$ cat src/rtl/vga_timing_pkg.sv
// Shared VGA timing constants: standard mode numbers, sync polarity levels and
// helpers that derive frame totals and counter widths from the porch parameters.
package vga_timing_pkg;

    localparam logic SYNC_ACTIVE_LOW  = 1'b0;
    localparam logic SYNC_ACTIVE_HIGH = 1'b1;

    // 640x480@60, 25.175 MHz pixel rate, negative syncs
    localparam int VGA640_H_ACTIVE = 640;
    localparam int VGA640_H_FP     = 16;
    localparam int VGA640_H_SYNC   = 96;
    localparam int VGA640_H_BP     = 48;
    localparam int VGA640_V_ACTIVE = 480;
    localparam int VGA640_V_FP     = 10;
    localparam int VGA640_V_SYNC   = 2;
    localparam int VGA640_V_BP     = 33;

    // 800x600@60, 40 MHz pixel rate, positive syncs
    localparam int SVGA800_H_ACTIVE = 800;
    localparam int SVGA800_H_FP     = 40;
    localparam int SVGA800_H_SYNC   = 128;
    localparam int SVGA800_H_BP     = 88;
    localparam int SVGA800_V_ACTIVE = 600;
    localparam int SVGA800_V_FP     = 1;
    localparam int SVGA800_V_SYNC   = 4;
    localparam int SVGA800_V_BP     = 23;

    function automatic int calc_total(input int active, input int fp, input int sync, input int bp);
        return active + fp + sync + bp;
    endfunction

    function automatic int calc_width(input int total);
        return (total > 1) ? $clog2(total) : 1;
    endfunction

endpackage

$ cat src/rtl/vga_timing_ctrl_pix_tick_gen.sv
// Pixel-rate enable generator: a registered one-clk pulse every CLK_DIV system
// clocks, replacing a derived pixel clock. Held cleared while en is low.
module pix_tick_gen
    import vga_timing_pkg::*;
#(
    parameter int CLK_DIV = 2
) (
    input  logic clk,
    input  logic rst,
    input  logic en,
    output logic pix_tick
);

    localparam int            CW   = calc_width(CLK_DIV);
    localparam logic [CW-1:0] LAST = CW'(CLK_DIV - 1);

    logic [CW-1:0] count;
    logic [CW-1:0] count_nxt;

    always_comb begin
        count_nxt = count + 1'b1;
        if (count == LAST) begin
            count_nxt = '0;
        end
    end

    // Tick is registered from the next count, so it is high for the whole clk
    // in which count sits at its last value.
    always_ff @(posedge clk or posedge rst) begin
        if (rst) begin
            count    <= '0;
            pix_tick <= 1'b0;
        end else if (!en) begin
            count    <= '0;
            pix_tick <= 1'b0;
        end else begin
            count    <= count_nxt;
            pix_tick <= (count_nxt == LAST);
        end
    end

endmodule

$ cat src/rtl/vga_timing_ctrl.sv
// VGA raster sequencer: h/v counters advanced by the pixel tick, with syncs,
// active window, coordinates and line/frame strobes registered from next counts.
module vga_timing_ctrl
    import vga_timing_pkg::*;
#(
    parameter int   CLK_DIV  = 2,
    parameter int   H_ACTIVE = VGA640_H_ACTIVE,
    parameter int   H_FP     = VGA640_H_FP,
    parameter int   H_SYNC   = VGA640_H_SYNC,
    parameter int   H_BP     = VGA640_H_BP,
    parameter int   V_ACTIVE = VGA640_V_ACTIVE,
    parameter int   V_FP     = VGA640_V_FP,
    parameter int   V_SYNC   = VGA640_V_SYNC,
    parameter int   V_BP     = VGA640_V_BP,
    parameter logic SYNC_POL = SYNC_ACTIVE_LOW,
    localparam int  H_TOTAL  = calc_total(H_ACTIVE, H_FP, H_SYNC, H_BP),
    localparam int  V_TOTAL  = calc_total(V_ACTIVE, V_FP, V_SYNC, V_BP),
    localparam int  HW       = calc_width(H_TOTAL),
    localparam int  VW       = calc_width(V_TOTAL)
) (
    input  logic          clk,
    input  logic          rst,
    input  logic          en,
    output logic          pix_tick,
    output logic          hsync,
    output logic          vsync,
    output logic          video_on,
    output logic [HW-1:0] x,
    output logic [VW-1:0] y,
    output logic          line_start,
    output logic          frame_start
);

    if (CLK_DIV < 1 || H_ACTIVE < 1 || H_FP < 1 || H_SYNC < 1 || H_BP < 1 ||
        V_ACTIVE < 1 || V_FP < 1 || V_SYNC < 1 || V_BP < 1) begin : g_bad_params
        $error("vga_timing_ctrl: all timing parameters must be greater than zero");
    end

    localparam logic [HW-1:0] H_LAST     = HW'(H_TOTAL - 1);
    localparam logic [HW-1:0] H_VIS_END  = HW'(H_ACTIVE);
    localparam logic [HW-1:0] H_SYNC_BEG = HW'(H_ACTIVE + H_FP);
    localparam logic [HW-1:0] H_SYNC_END = HW'(H_ACTIVE + H_FP + H_SYNC - 1);
    localparam logic [VW-1:0] V_LAST     = VW'(V_TOTAL - 1);
    localparam logic [VW-1:0] V_VIS_END  = VW'(V_ACTIVE);
    localparam logic [VW-1:0] V_SYNC_BEG = VW'(V_ACTIVE + V_FP);
    localparam logic [VW-1:0] V_SYNC_END = VW'(V_ACTIVE + V_FP + V_SYNC - 1);

    logic [HW-1:0] h_cnt;
    logic [HW-1:0] h_nxt;
    logic [VW-1:0] v_cnt;
    logic [VW-1:0] v_nxt;
    logic          h_wrap;
    logic          v_wrap;
    logic          h_vis;
    logic          v_vis;
    logic          hs_act;
    logic          vs_act;

    pix_tick_gen #(
        .CLK_DIV (CLK_DIV)
    ) u_tick (
        .clk      (clk),
        .rst      (rst),
        .en       (en),
        .pix_tick (pix_tick)
    );

    // Decoding from the next counts lets every output land on the same edge
    // as the counters, so downstream sees no lag against the raster position.
    always_comb begin
        h_wrap = pix_tick && (h_cnt == H_LAST);
        v_wrap = h_wrap && (v_cnt == V_LAST);
        h_nxt  = h_cnt;
        v_nxt  = v_cnt;
        if (pix_tick) begin
            h_nxt = h_wrap ? '0 : h_cnt + 1'b1;
        end
        if (h_wrap) begin
            v_nxt = v_wrap ? '0 : v_cnt + 1'b1;
        end
        h_vis  = (h_nxt < H_VIS_END);
        v_vis  = (v_nxt < V_VIS_END);
        hs_act = (h_nxt >= H_SYNC_BEG) && (h_nxt <= H_SYNC_END);
        vs_act = (v_nxt >= V_SYNC_BEG) && (v_nxt <= V_SYNC_END);
    end

    // Counters park at the last position of the frame, so the first tick after
    // reset or enable wraps straight into a clean (0,0) with a frame strobe.
    always_ff @(posedge clk or posedge rst) begin
        if (rst) begin
            h_cnt       <= H_LAST;
            v_cnt       <= V_LAST;
            hsync       <= ~SYNC_POL;
            vsync       <= ~SYNC_POL;
            video_on    <= 1'b0;
            x           <= '0;
            y           <= '0;
            line_start  <= 1'b0;
            frame_start <= 1'b0;
        end else if (!en) begin
            h_cnt       <= H_LAST;
            v_cnt       <= V_LAST;
            hsync       <= ~SYNC_POL;
            vsync       <= ~SYNC_POL;
            video_on    <= 1'b0;
            x           <= '0;
            y           <= '0;
            line_start  <= 1'b0;
            frame_start <= 1'b0;
        end else begin
            h_cnt       <= h_nxt;
            v_cnt       <= v_nxt;
            hsync       <= hs_act ? SYNC_POL : ~SYNC_POL;
            vsync       <= vs_act ? SYNC_POL : ~SYNC_POL;
            video_on    <= h_vis && v_vis;
            x           <= (h_vis && v_vis) ? h_nxt : '0;
            y           <= (h_vis && v_vis) ? v_nxt : '0;
            line_start  <= h_wrap;
            frame_start <= v_wrap;
        end
    end

endmodule

$ cat config.mk
export PLATFORM = sky130hd
export DESIGN_NAME = vga_timing_ctrl
export DESIGN_NICKNAME = d
export VERILOG_FILES = /design/src/rtl/vga_timing_pkg.sv /design/src/rtl/vga_timing_ctrl_pix_tick_gen.sv /design/src/rtl/vga_timing_ctrl.sv
export SDC_FILE = /design/constraint.sdc
export NUM_CORES = 1
export LEC_CHECK = 0
export ABC_AREA = 1
export BUFFER_PORTS_ARGS = -buffer_cell sky130_fd_sc_hd__buf_2
export CAP_MARGIN = 20
export CORE_ASPECT_RATIO = 0.5
export CORE_MARGIN = 4
export CORE_UTILIZATION = 64
export CTS_BUF_LIST = sky130_fd_sc_hd__clkbuf_8
export DETAILED_ROUTE_END_ITERATION = 12
export PLACE_DENSITY_LB_ADDON = 0.2
export REMOVE_ABC_BUFFERS = 1
export SYNTH_ARGS = -nofsm -noshare
export SYNTH_HDL_FRONTEND = slang
export SYNTH_HIERARCHICAL = 1
export SYNTH_SLANG_ARGS = --single-unit
$ cat constraint.sdc
create_clock -name clk -period 2.8 [get_ports clk]
set_input_delay 0.28 -clock clk [delete_from_list [all_inputs] [get_ports clk]]
set_output_delay 0.28 -clock clk [all_outputs]
set_load 0.1 [all_outputs]
==> results by group, run 1 <==
Status
  • Status: finished clean

STA
  • Hold WS: approximately 0.28 ns
  • Final TNS setup: 0 ns
  • Final critical-path share of the clock period: 82.8%
  • Min Tclk post-route: 2.32 ns
  • Worst rel slew slack: 45.2%
  • Final Hold Fails: 0
  • Max Slew Vio Count: 0
  • Setup-failing EPs final: 0
  • Max Clock Skew: roughly 0.0047 ns
  • RSZ-0062 raised after global routing: false
  • Worst-Margin Slew: 0.817 ns
  • F_max: around 0.43 GHz

Worst setup path
  • Crit path launch type: flop
  • Reg-to-Reg Start: h_cnt[0]
  • Path type of the worst setup path: flop to flop
  • Critical path's slowest cell: dfstp_2
  • Crit. End Element: flop
  • Crit path max fanout: 13
  • Cell chain of the critical path: ha_1 -> nand2_2 -> nor2_4 -> nand2_2 -> nor2_4 -> nand4_1 -> nand2_1 -> inv_1 -> nand3_2 -> nand3_2 -> nor2_1
  • Worst Setup SP: h_cnt[0]
  • Crit-path max cell delay: about 0.56 ns
  • Arr. time, crit path: 2.55 ns
  • Req. time, crit path: just over 3 ns

Clock network
  • CTS tree: yes
  • PostCTS Resize Cnt: 0
  • Num CTS Buffers: 5
  • CTS Buffer Depth: 2
  • Clock transition at path regs: around 0.080 ns
  • CTS Root Cell: clkbuf_8
  • Clk Latency, worst-skew pair: 0.30 ns
  • H-tree depth: 2
  • # clock sinks: 46

Power
  • Switching pwr: about 0.60 mW
  • Power per cell area: around 620 nW/um2
  • Sw frac: 37.0%
  • Peak VDD IR: around 0.0004 V
  • P_leak: about 1.5 nW
  • P_int: around 1.0 mW
  • Clk pwr share: 25.8%
  • Power, Total: about 1.6 mW
  • Combinational group share of total power: about 27%
  • Flop pwr share: 47.2%

GRT
  • Met3 GRT Util: 5.29%
  • Met1 Use GR: ~29%
  • First-pass GRT wire length: approximately 9000 um
  • GRT Util Overall: between 20% and 30%
  • Vias in the first global route: about 2000
  • Top Usage Layer GRT: met2
  • Initial antenna violation count: 0
  • Largest net degree at the start of global routing: 25
  • GR Layer Usage met2: between 40% and 50%
  • Total gr overflow: 0

Finish
  • Area Growth Syn to Fin: 11.2%
  • Layout cells sized above 1: 23.2%
  • Post-Route Utilization: between 70% and 80%
  • ANT cells: 0
  • Filler instances: between 200 and 300
  • Register area: approximately 1200 um2
  • Cell Count, Final, Fillers Out: around 380
  • Multi-input combinational cell area: ~960 um2
  • Final nets: between 300 and 400

Placement
  • Gpl congestion: about 0.95
  • Port bufs: 28
  • DP Cell Count: approximately 370
  • Hpwl dp: approximately 3700 um

Detailed routing
  • Drc violations: 0
  • Drt total wl: about 5000 um
  • Antenna Violating Nets Remaining: 0
  • DR WL/cell: between 10 and 15 um
  • Via count: just under 2000
  • Initial DRC count: 79
  • Drt via density: between 5 and 6
  • First drt pass iteration count: 4

Synthesis
  • Gate count of the mapped netlist: ~290
  • Synthesis-stage register bit count: 46
  • Netlist cell types: 28
  • Synthesized area: 2360 um2
  • Register area share after synthesis: approximately 50%
  • Synth warn: 6
  • Syn Area/Cell: 8.04 um2

Floorplanning
  • IO Pins: 29
  • Initial Util: approximately two thirds
  • Die width: about 94 um
  • Core box area: between 3000 and 4000 um2
  • Die Y: 51.0 um
  • Die area: ~4800 um2
  • FP Rows: 15

Flow run
  • Max-cap violation count: 0

Hold path
  • Hold Path Origin: en
  • Hold Crit Class: primary input to flop
==> cells in the final DEF (no fill, tap or decap), drive strengths merged, types with 2 or more instances in the layout <==
cell type,n
buf,29
dfrtp,34
o21ai,7
inv,49
clkbuf,6
nand4,7
nand2,81
nor3,3
xor2,4
dfstp,12
nor2,55
ha,3
nand3,25
a21oi,2
clkinv,3
==> worst max-delay path: cells and delay by family, from the launching register on <==
family,cells,cell delay [ns]
adder cells (fa/ha/maj),1,0.19
buffers and inverters,1,0.05
flip-flops,1,0.56
AND/OR/NAND/NOR,9,1.44
==> cell usage after synthesis (all sizes together) <==
library cell	number	area [um2]
and3	1	6.26
nand4	7	43.8
conb	1	3.75
or2	1	6.26
nor2	55	274
clkbuf	1	3.75
nor3	3	15.0
nand2	81	324
dfstp	12	315
ha	3	37.5
dfrtp	34	851
a21oi	2	10.0
a31oi	1	6.26
nand3b	1	7.51
inv	49	184
clkinv	1	3.75
o21ai	7	38.8
xnor2	1	8.76
buf	4	45.0
xor2	4	35.0
nand3	25	145
==> stage by stage <==
stage | setup slack [ns] | instance area [um2]
5_1_grt | 0.270 | 2630
6_report | 0.482 | 2630
3_3_place_gp | 0.621 | 2530
3_5_place_dp | 0.483 | 2530
4_1_cts | 0.465 | 2630
2_1_floorplan | 0.385 | 2320
==> metal layers <==
metal,part of all wire [%],vias to the layer above,routed length [um]
met5,0,-,0
met4,2.0,0,99
met3,6.2,14,310
met2,50,60,2510
met1,42,930,2090
li1,-,955,-
==> worst paths after layout <==
kind	end	slack, ns	cells past startpoint
max	x[9]	0.48	11
max reg2reg	x[9]	0.48	11
min	h_cnt[1]	0.28	2
min reg2reg	h_cnt[4]	0.67	3
max in group asynchronous	vsync	1.44	4
min in group asynchronous	u_tick/count	0.36	3
==> repair_timing <==
item / 4_1_cts / 5_1_grt
setup buffers: 0 / 0
endpoints found under the hold margin: 1 / 0
hold buffers: 1 / 0
==> area by class of cell <==
type,instances,share of cell area [%]
tap,51,2.43
multi-input combinational,193,36.6
clock buffer,6,3.14
timing repair buffer,30,6.00
clock inverter,2,0.333
inverter,50,7.14
sequential,46,44.4
==> power by group through the flow <==
stage / Sequential (mW) / Combinational, mW / Clock, mW
2_1_floorplan: 0.861 / 0.255 / 0
3_3_place_gp: 0.772 / 0.416 / 0
3_5_place_dp: 0.775 / 0.433 / 0
4_1_cts: 0.763 / 0.437 / 0.416
5_1_grt: 0.772 / 0.484 / 0.448
6_report: 0.765 / 0.438 / 0.418
==> cell families after synthesis <==
kind of cell             after synthesis  share of synthesized area, %
AND/OR/NAND/NOR                      174                          34.8
buffers and inverters                 55                          10.0
flip-flops                            46                          49.3
AO/OA/AOI/OAI                         10                          2.33
XOR/XNOR                               5                          1.85
adder cells (fa/ha/maj)                3                          1.59
other                                  1                         0.159
==> state kept, by name, indices dropped and copies added (netlist names) <==
signal,cells
frame_start,1
vsync,1
video_on,1
x,10
v_cnt,10
hsync,1
y,10
line_start,1
h_cnt,10
u_tick/count,1
(Power assumes the default switching activity.)
==> run 2: changes to the inputs <==
--- a/config.mk
+++ b/config.mk
@@ -10,7 +10,7 @@
 export CAP_MARGIN = 20
 export CORE_ASPECT_RATIO = 0.5
 export CORE_MARGIN = 4
-export CORE_UTILIZATION = 64
+export CORE_UTILIZATION = 60
 export CTS_BUF_LIST = sky130_fd_sc_hd__clkbuf_8
 export DETAILED_ROUTE_END_ITERATION = 12
 export PLACE_DENSITY_LB_ADDON = 0.2
==> constraint.sdc (replaced) <==
create_clock -name clk -period 2.4 [get_ports clk]
set_input_delay 0.24 -clock clk [delete_from_list [all_inputs] [get_ports clk]]
set_output_delay 0.24 -clock clk [all_outputs]
set_load 0.1 [all_outputs]
==> results by group, run 2 (synthesized netlist as in run 1, its figures left out) <==
GRT
  • Largest net degree at the start of global routing: 24
  • GRT Util Overall: between 20% and 30%
  • First-pass GRT wire length: around 8200 um
  • Total gr overflow: 0
  • Initial antenna violation count: 0
  • Vias in the first global route: around 1900

Clock network
  • CTS Root Cell: clkbuf_8
  • Post-CTS setup buffers: 0
  • H-tree depth: 2
  • Clk Latency, worst-skew pair: about 0.29 ns
  • # clock sinks: 46
  • CTS tree: yes
  • Clock transition at path regs: around 0.080 ns
  • Num CTS Buffers: 5
  • CTS Buffer Depth: 2

Hold path
  • Hold Path Origin: en
  • Hold Path Depth: 2
  • Hold Crit Class: primary input to flop
  • Hold path endpoint: h_cnt[0]

Floorplanning
  • FP Rows: 15
  • Core box area: between 3000 and 4000 um2
  • Die width: roughly 97 um
  • Die area: 5070 um2
  • Die Y: 52.4 um
  • Initial Util: between 60% and 70%
  • IO Pins: 29

STA
  • Setup-failing EPs final: 0
  • Worst rel slew slack: 49.5%
  • Post-route setup slack: ~0.27 ns
  • Final Hold Fails: 0
  • Final TNS setup: 0 ns
  • Min Tclk post-route: 2.13 ns
  • Max Clock Skew: between 0.005 and 0.006 ns
  • RSZ-0062 raised after global routing: false
  • Hold WS: ~0.26 ns
  • Worst-Margin Slew: ~0.75 ns
  • F_max: 0.470 GHz
  • Max Slew Vio Count: 0
  • Final critical-path share of the clock period: 88.7%

Worst setup path
  • Req. time, crit path: between 2 and 3 ns
  • Crit path launch type: flop
  • Crit. End Element: flop
  • Reg2reg end: x[4]
  • Crit path max fanout: 14
  • Worst R2R Setup Slack: around 0.27 ns
  • Reg-to-Reg Start: h_cnt[1]
  • R2R depth: 11
  • Arr. time, crit path: between 2 and 2.5 ns
  • Path type of the worst setup path: flop to flop

Finish
  • Commonest non-fill, non-tap cells in the layout: nand2_1 (75), inv_1 (48), nor2_1 (40), dfrtp_1 (34), buf_2 (28)
  • ANT cells: 0
  • Post-Route Utilization: between 70% and 80%
  • Layout cells sized above 1: 23.5%
  • Area Growth Syn to Fin: 12.1%
  • Cell Count, Final, Fillers Out: about 380
  • Most common cell after layout, fill and taps aside: nand2_1
  • Multi-input combinational cell area: 962 um2
  • Register area: between 1000 and 1500 um2
  • Filler instances: ~270
  • Final nets: ~330
  • Post-layout instance area: 2650 um2

Detailed routing
  • Drt via density: between 5 and 6
  • Antenna Violating Nets Remaining: 0
  • First drt pass iteration count: 4
  • DR WL/cell: ~13 um
  • Drc violations: 0
  • Via count: between 1500 and 2000
  • Drt total wl: around 4800 um
  • Initial DRC count: 84

Power
  • Peak VDD IR: around 0.00053 V
  • P_leak: 1.48 nW
  • Power, Total: between 1.5 and 2 mW
  • Power per cell area: 703 nW/um2

Status
  • Status: finished clean

Placement
  • Port bufs: 28
  • DP Area: 2550 um2
  • DP Cell Count: 371
  • Gpl congestion: between 0.8 and 0.9
  • Hpwl dp: approximately 3500 um
  • DP Worst Slack: just under 0.3 ns

Flow run
  • Max-cap violation count: 0
-- run 2: area by class of cell --
type,count,share of cell area [%]
clock buffer,6,3.11
clock inverter,1,0.142
inverter,50,7.08
multi-input combinational,193,36.3
sequential,46,44.0
tap,51,2.41
timing repair buffer,32,6.98
-- run 2: timing repair --
action / CTS / global route
setup endpoints to repair: 0 / 0
hold buffers: 1 / 0
resized for setup: 0 / 0
endpoints found under the hold margin: 1 / 0
-- run 2: report_power, final --
| part | internal (mW) | switching (mW) |
|---|---|---|
| combinational | 0.130 | 0.380 |
| clock | 0.224 | 0.239 |
| sequential | 0.839 | 0.0534 |
-- run 2: worst max-delay path, cell delays in order (launching register included) --
cell	delay [ns]
dfstp_2	0.56
ha_1	0.18
nand2_2	0.10
nor2_4	0.12
nand3_2	0.28
nand2_1	0.15
nand2_1	0.09
nor2_1	0.12
nand3_2	0.11
nand3_2	0.09
buf_12	0.16
nor2_2	0.04
-- run 2: how the worst max path moves through the flow --
| stage | slack (ns) | endpoint | cells past startpoint | startpoint |
|---|---|---|---|---|
| finish | 0.27 | x[4] | 11 | h_cnt[1] |
| global route | 0.06 | y[5] | 9 | h_cnt[0] |
| CTS | 0.28 | y[0] | 11 | h_cnt[0] |
| detailed placement | 0.30 | y[0] | 11 | h_cnt[0] |
| global placement | 0.39 | x[4] | 13 | h_cnt[0] |
| floorplan | -0.01 | x[9] | 8 | u_tick/count |
-- run 2: routing by layer --
layer  vias to the layer above  GRT usage [%]  wire, um
met5                         -              0         0
met4                         0           9.79       104
met3                        12           4.78       319
met2                        87           36.8      2290
met1                       884           24.1      2070
li1                        951              -         -
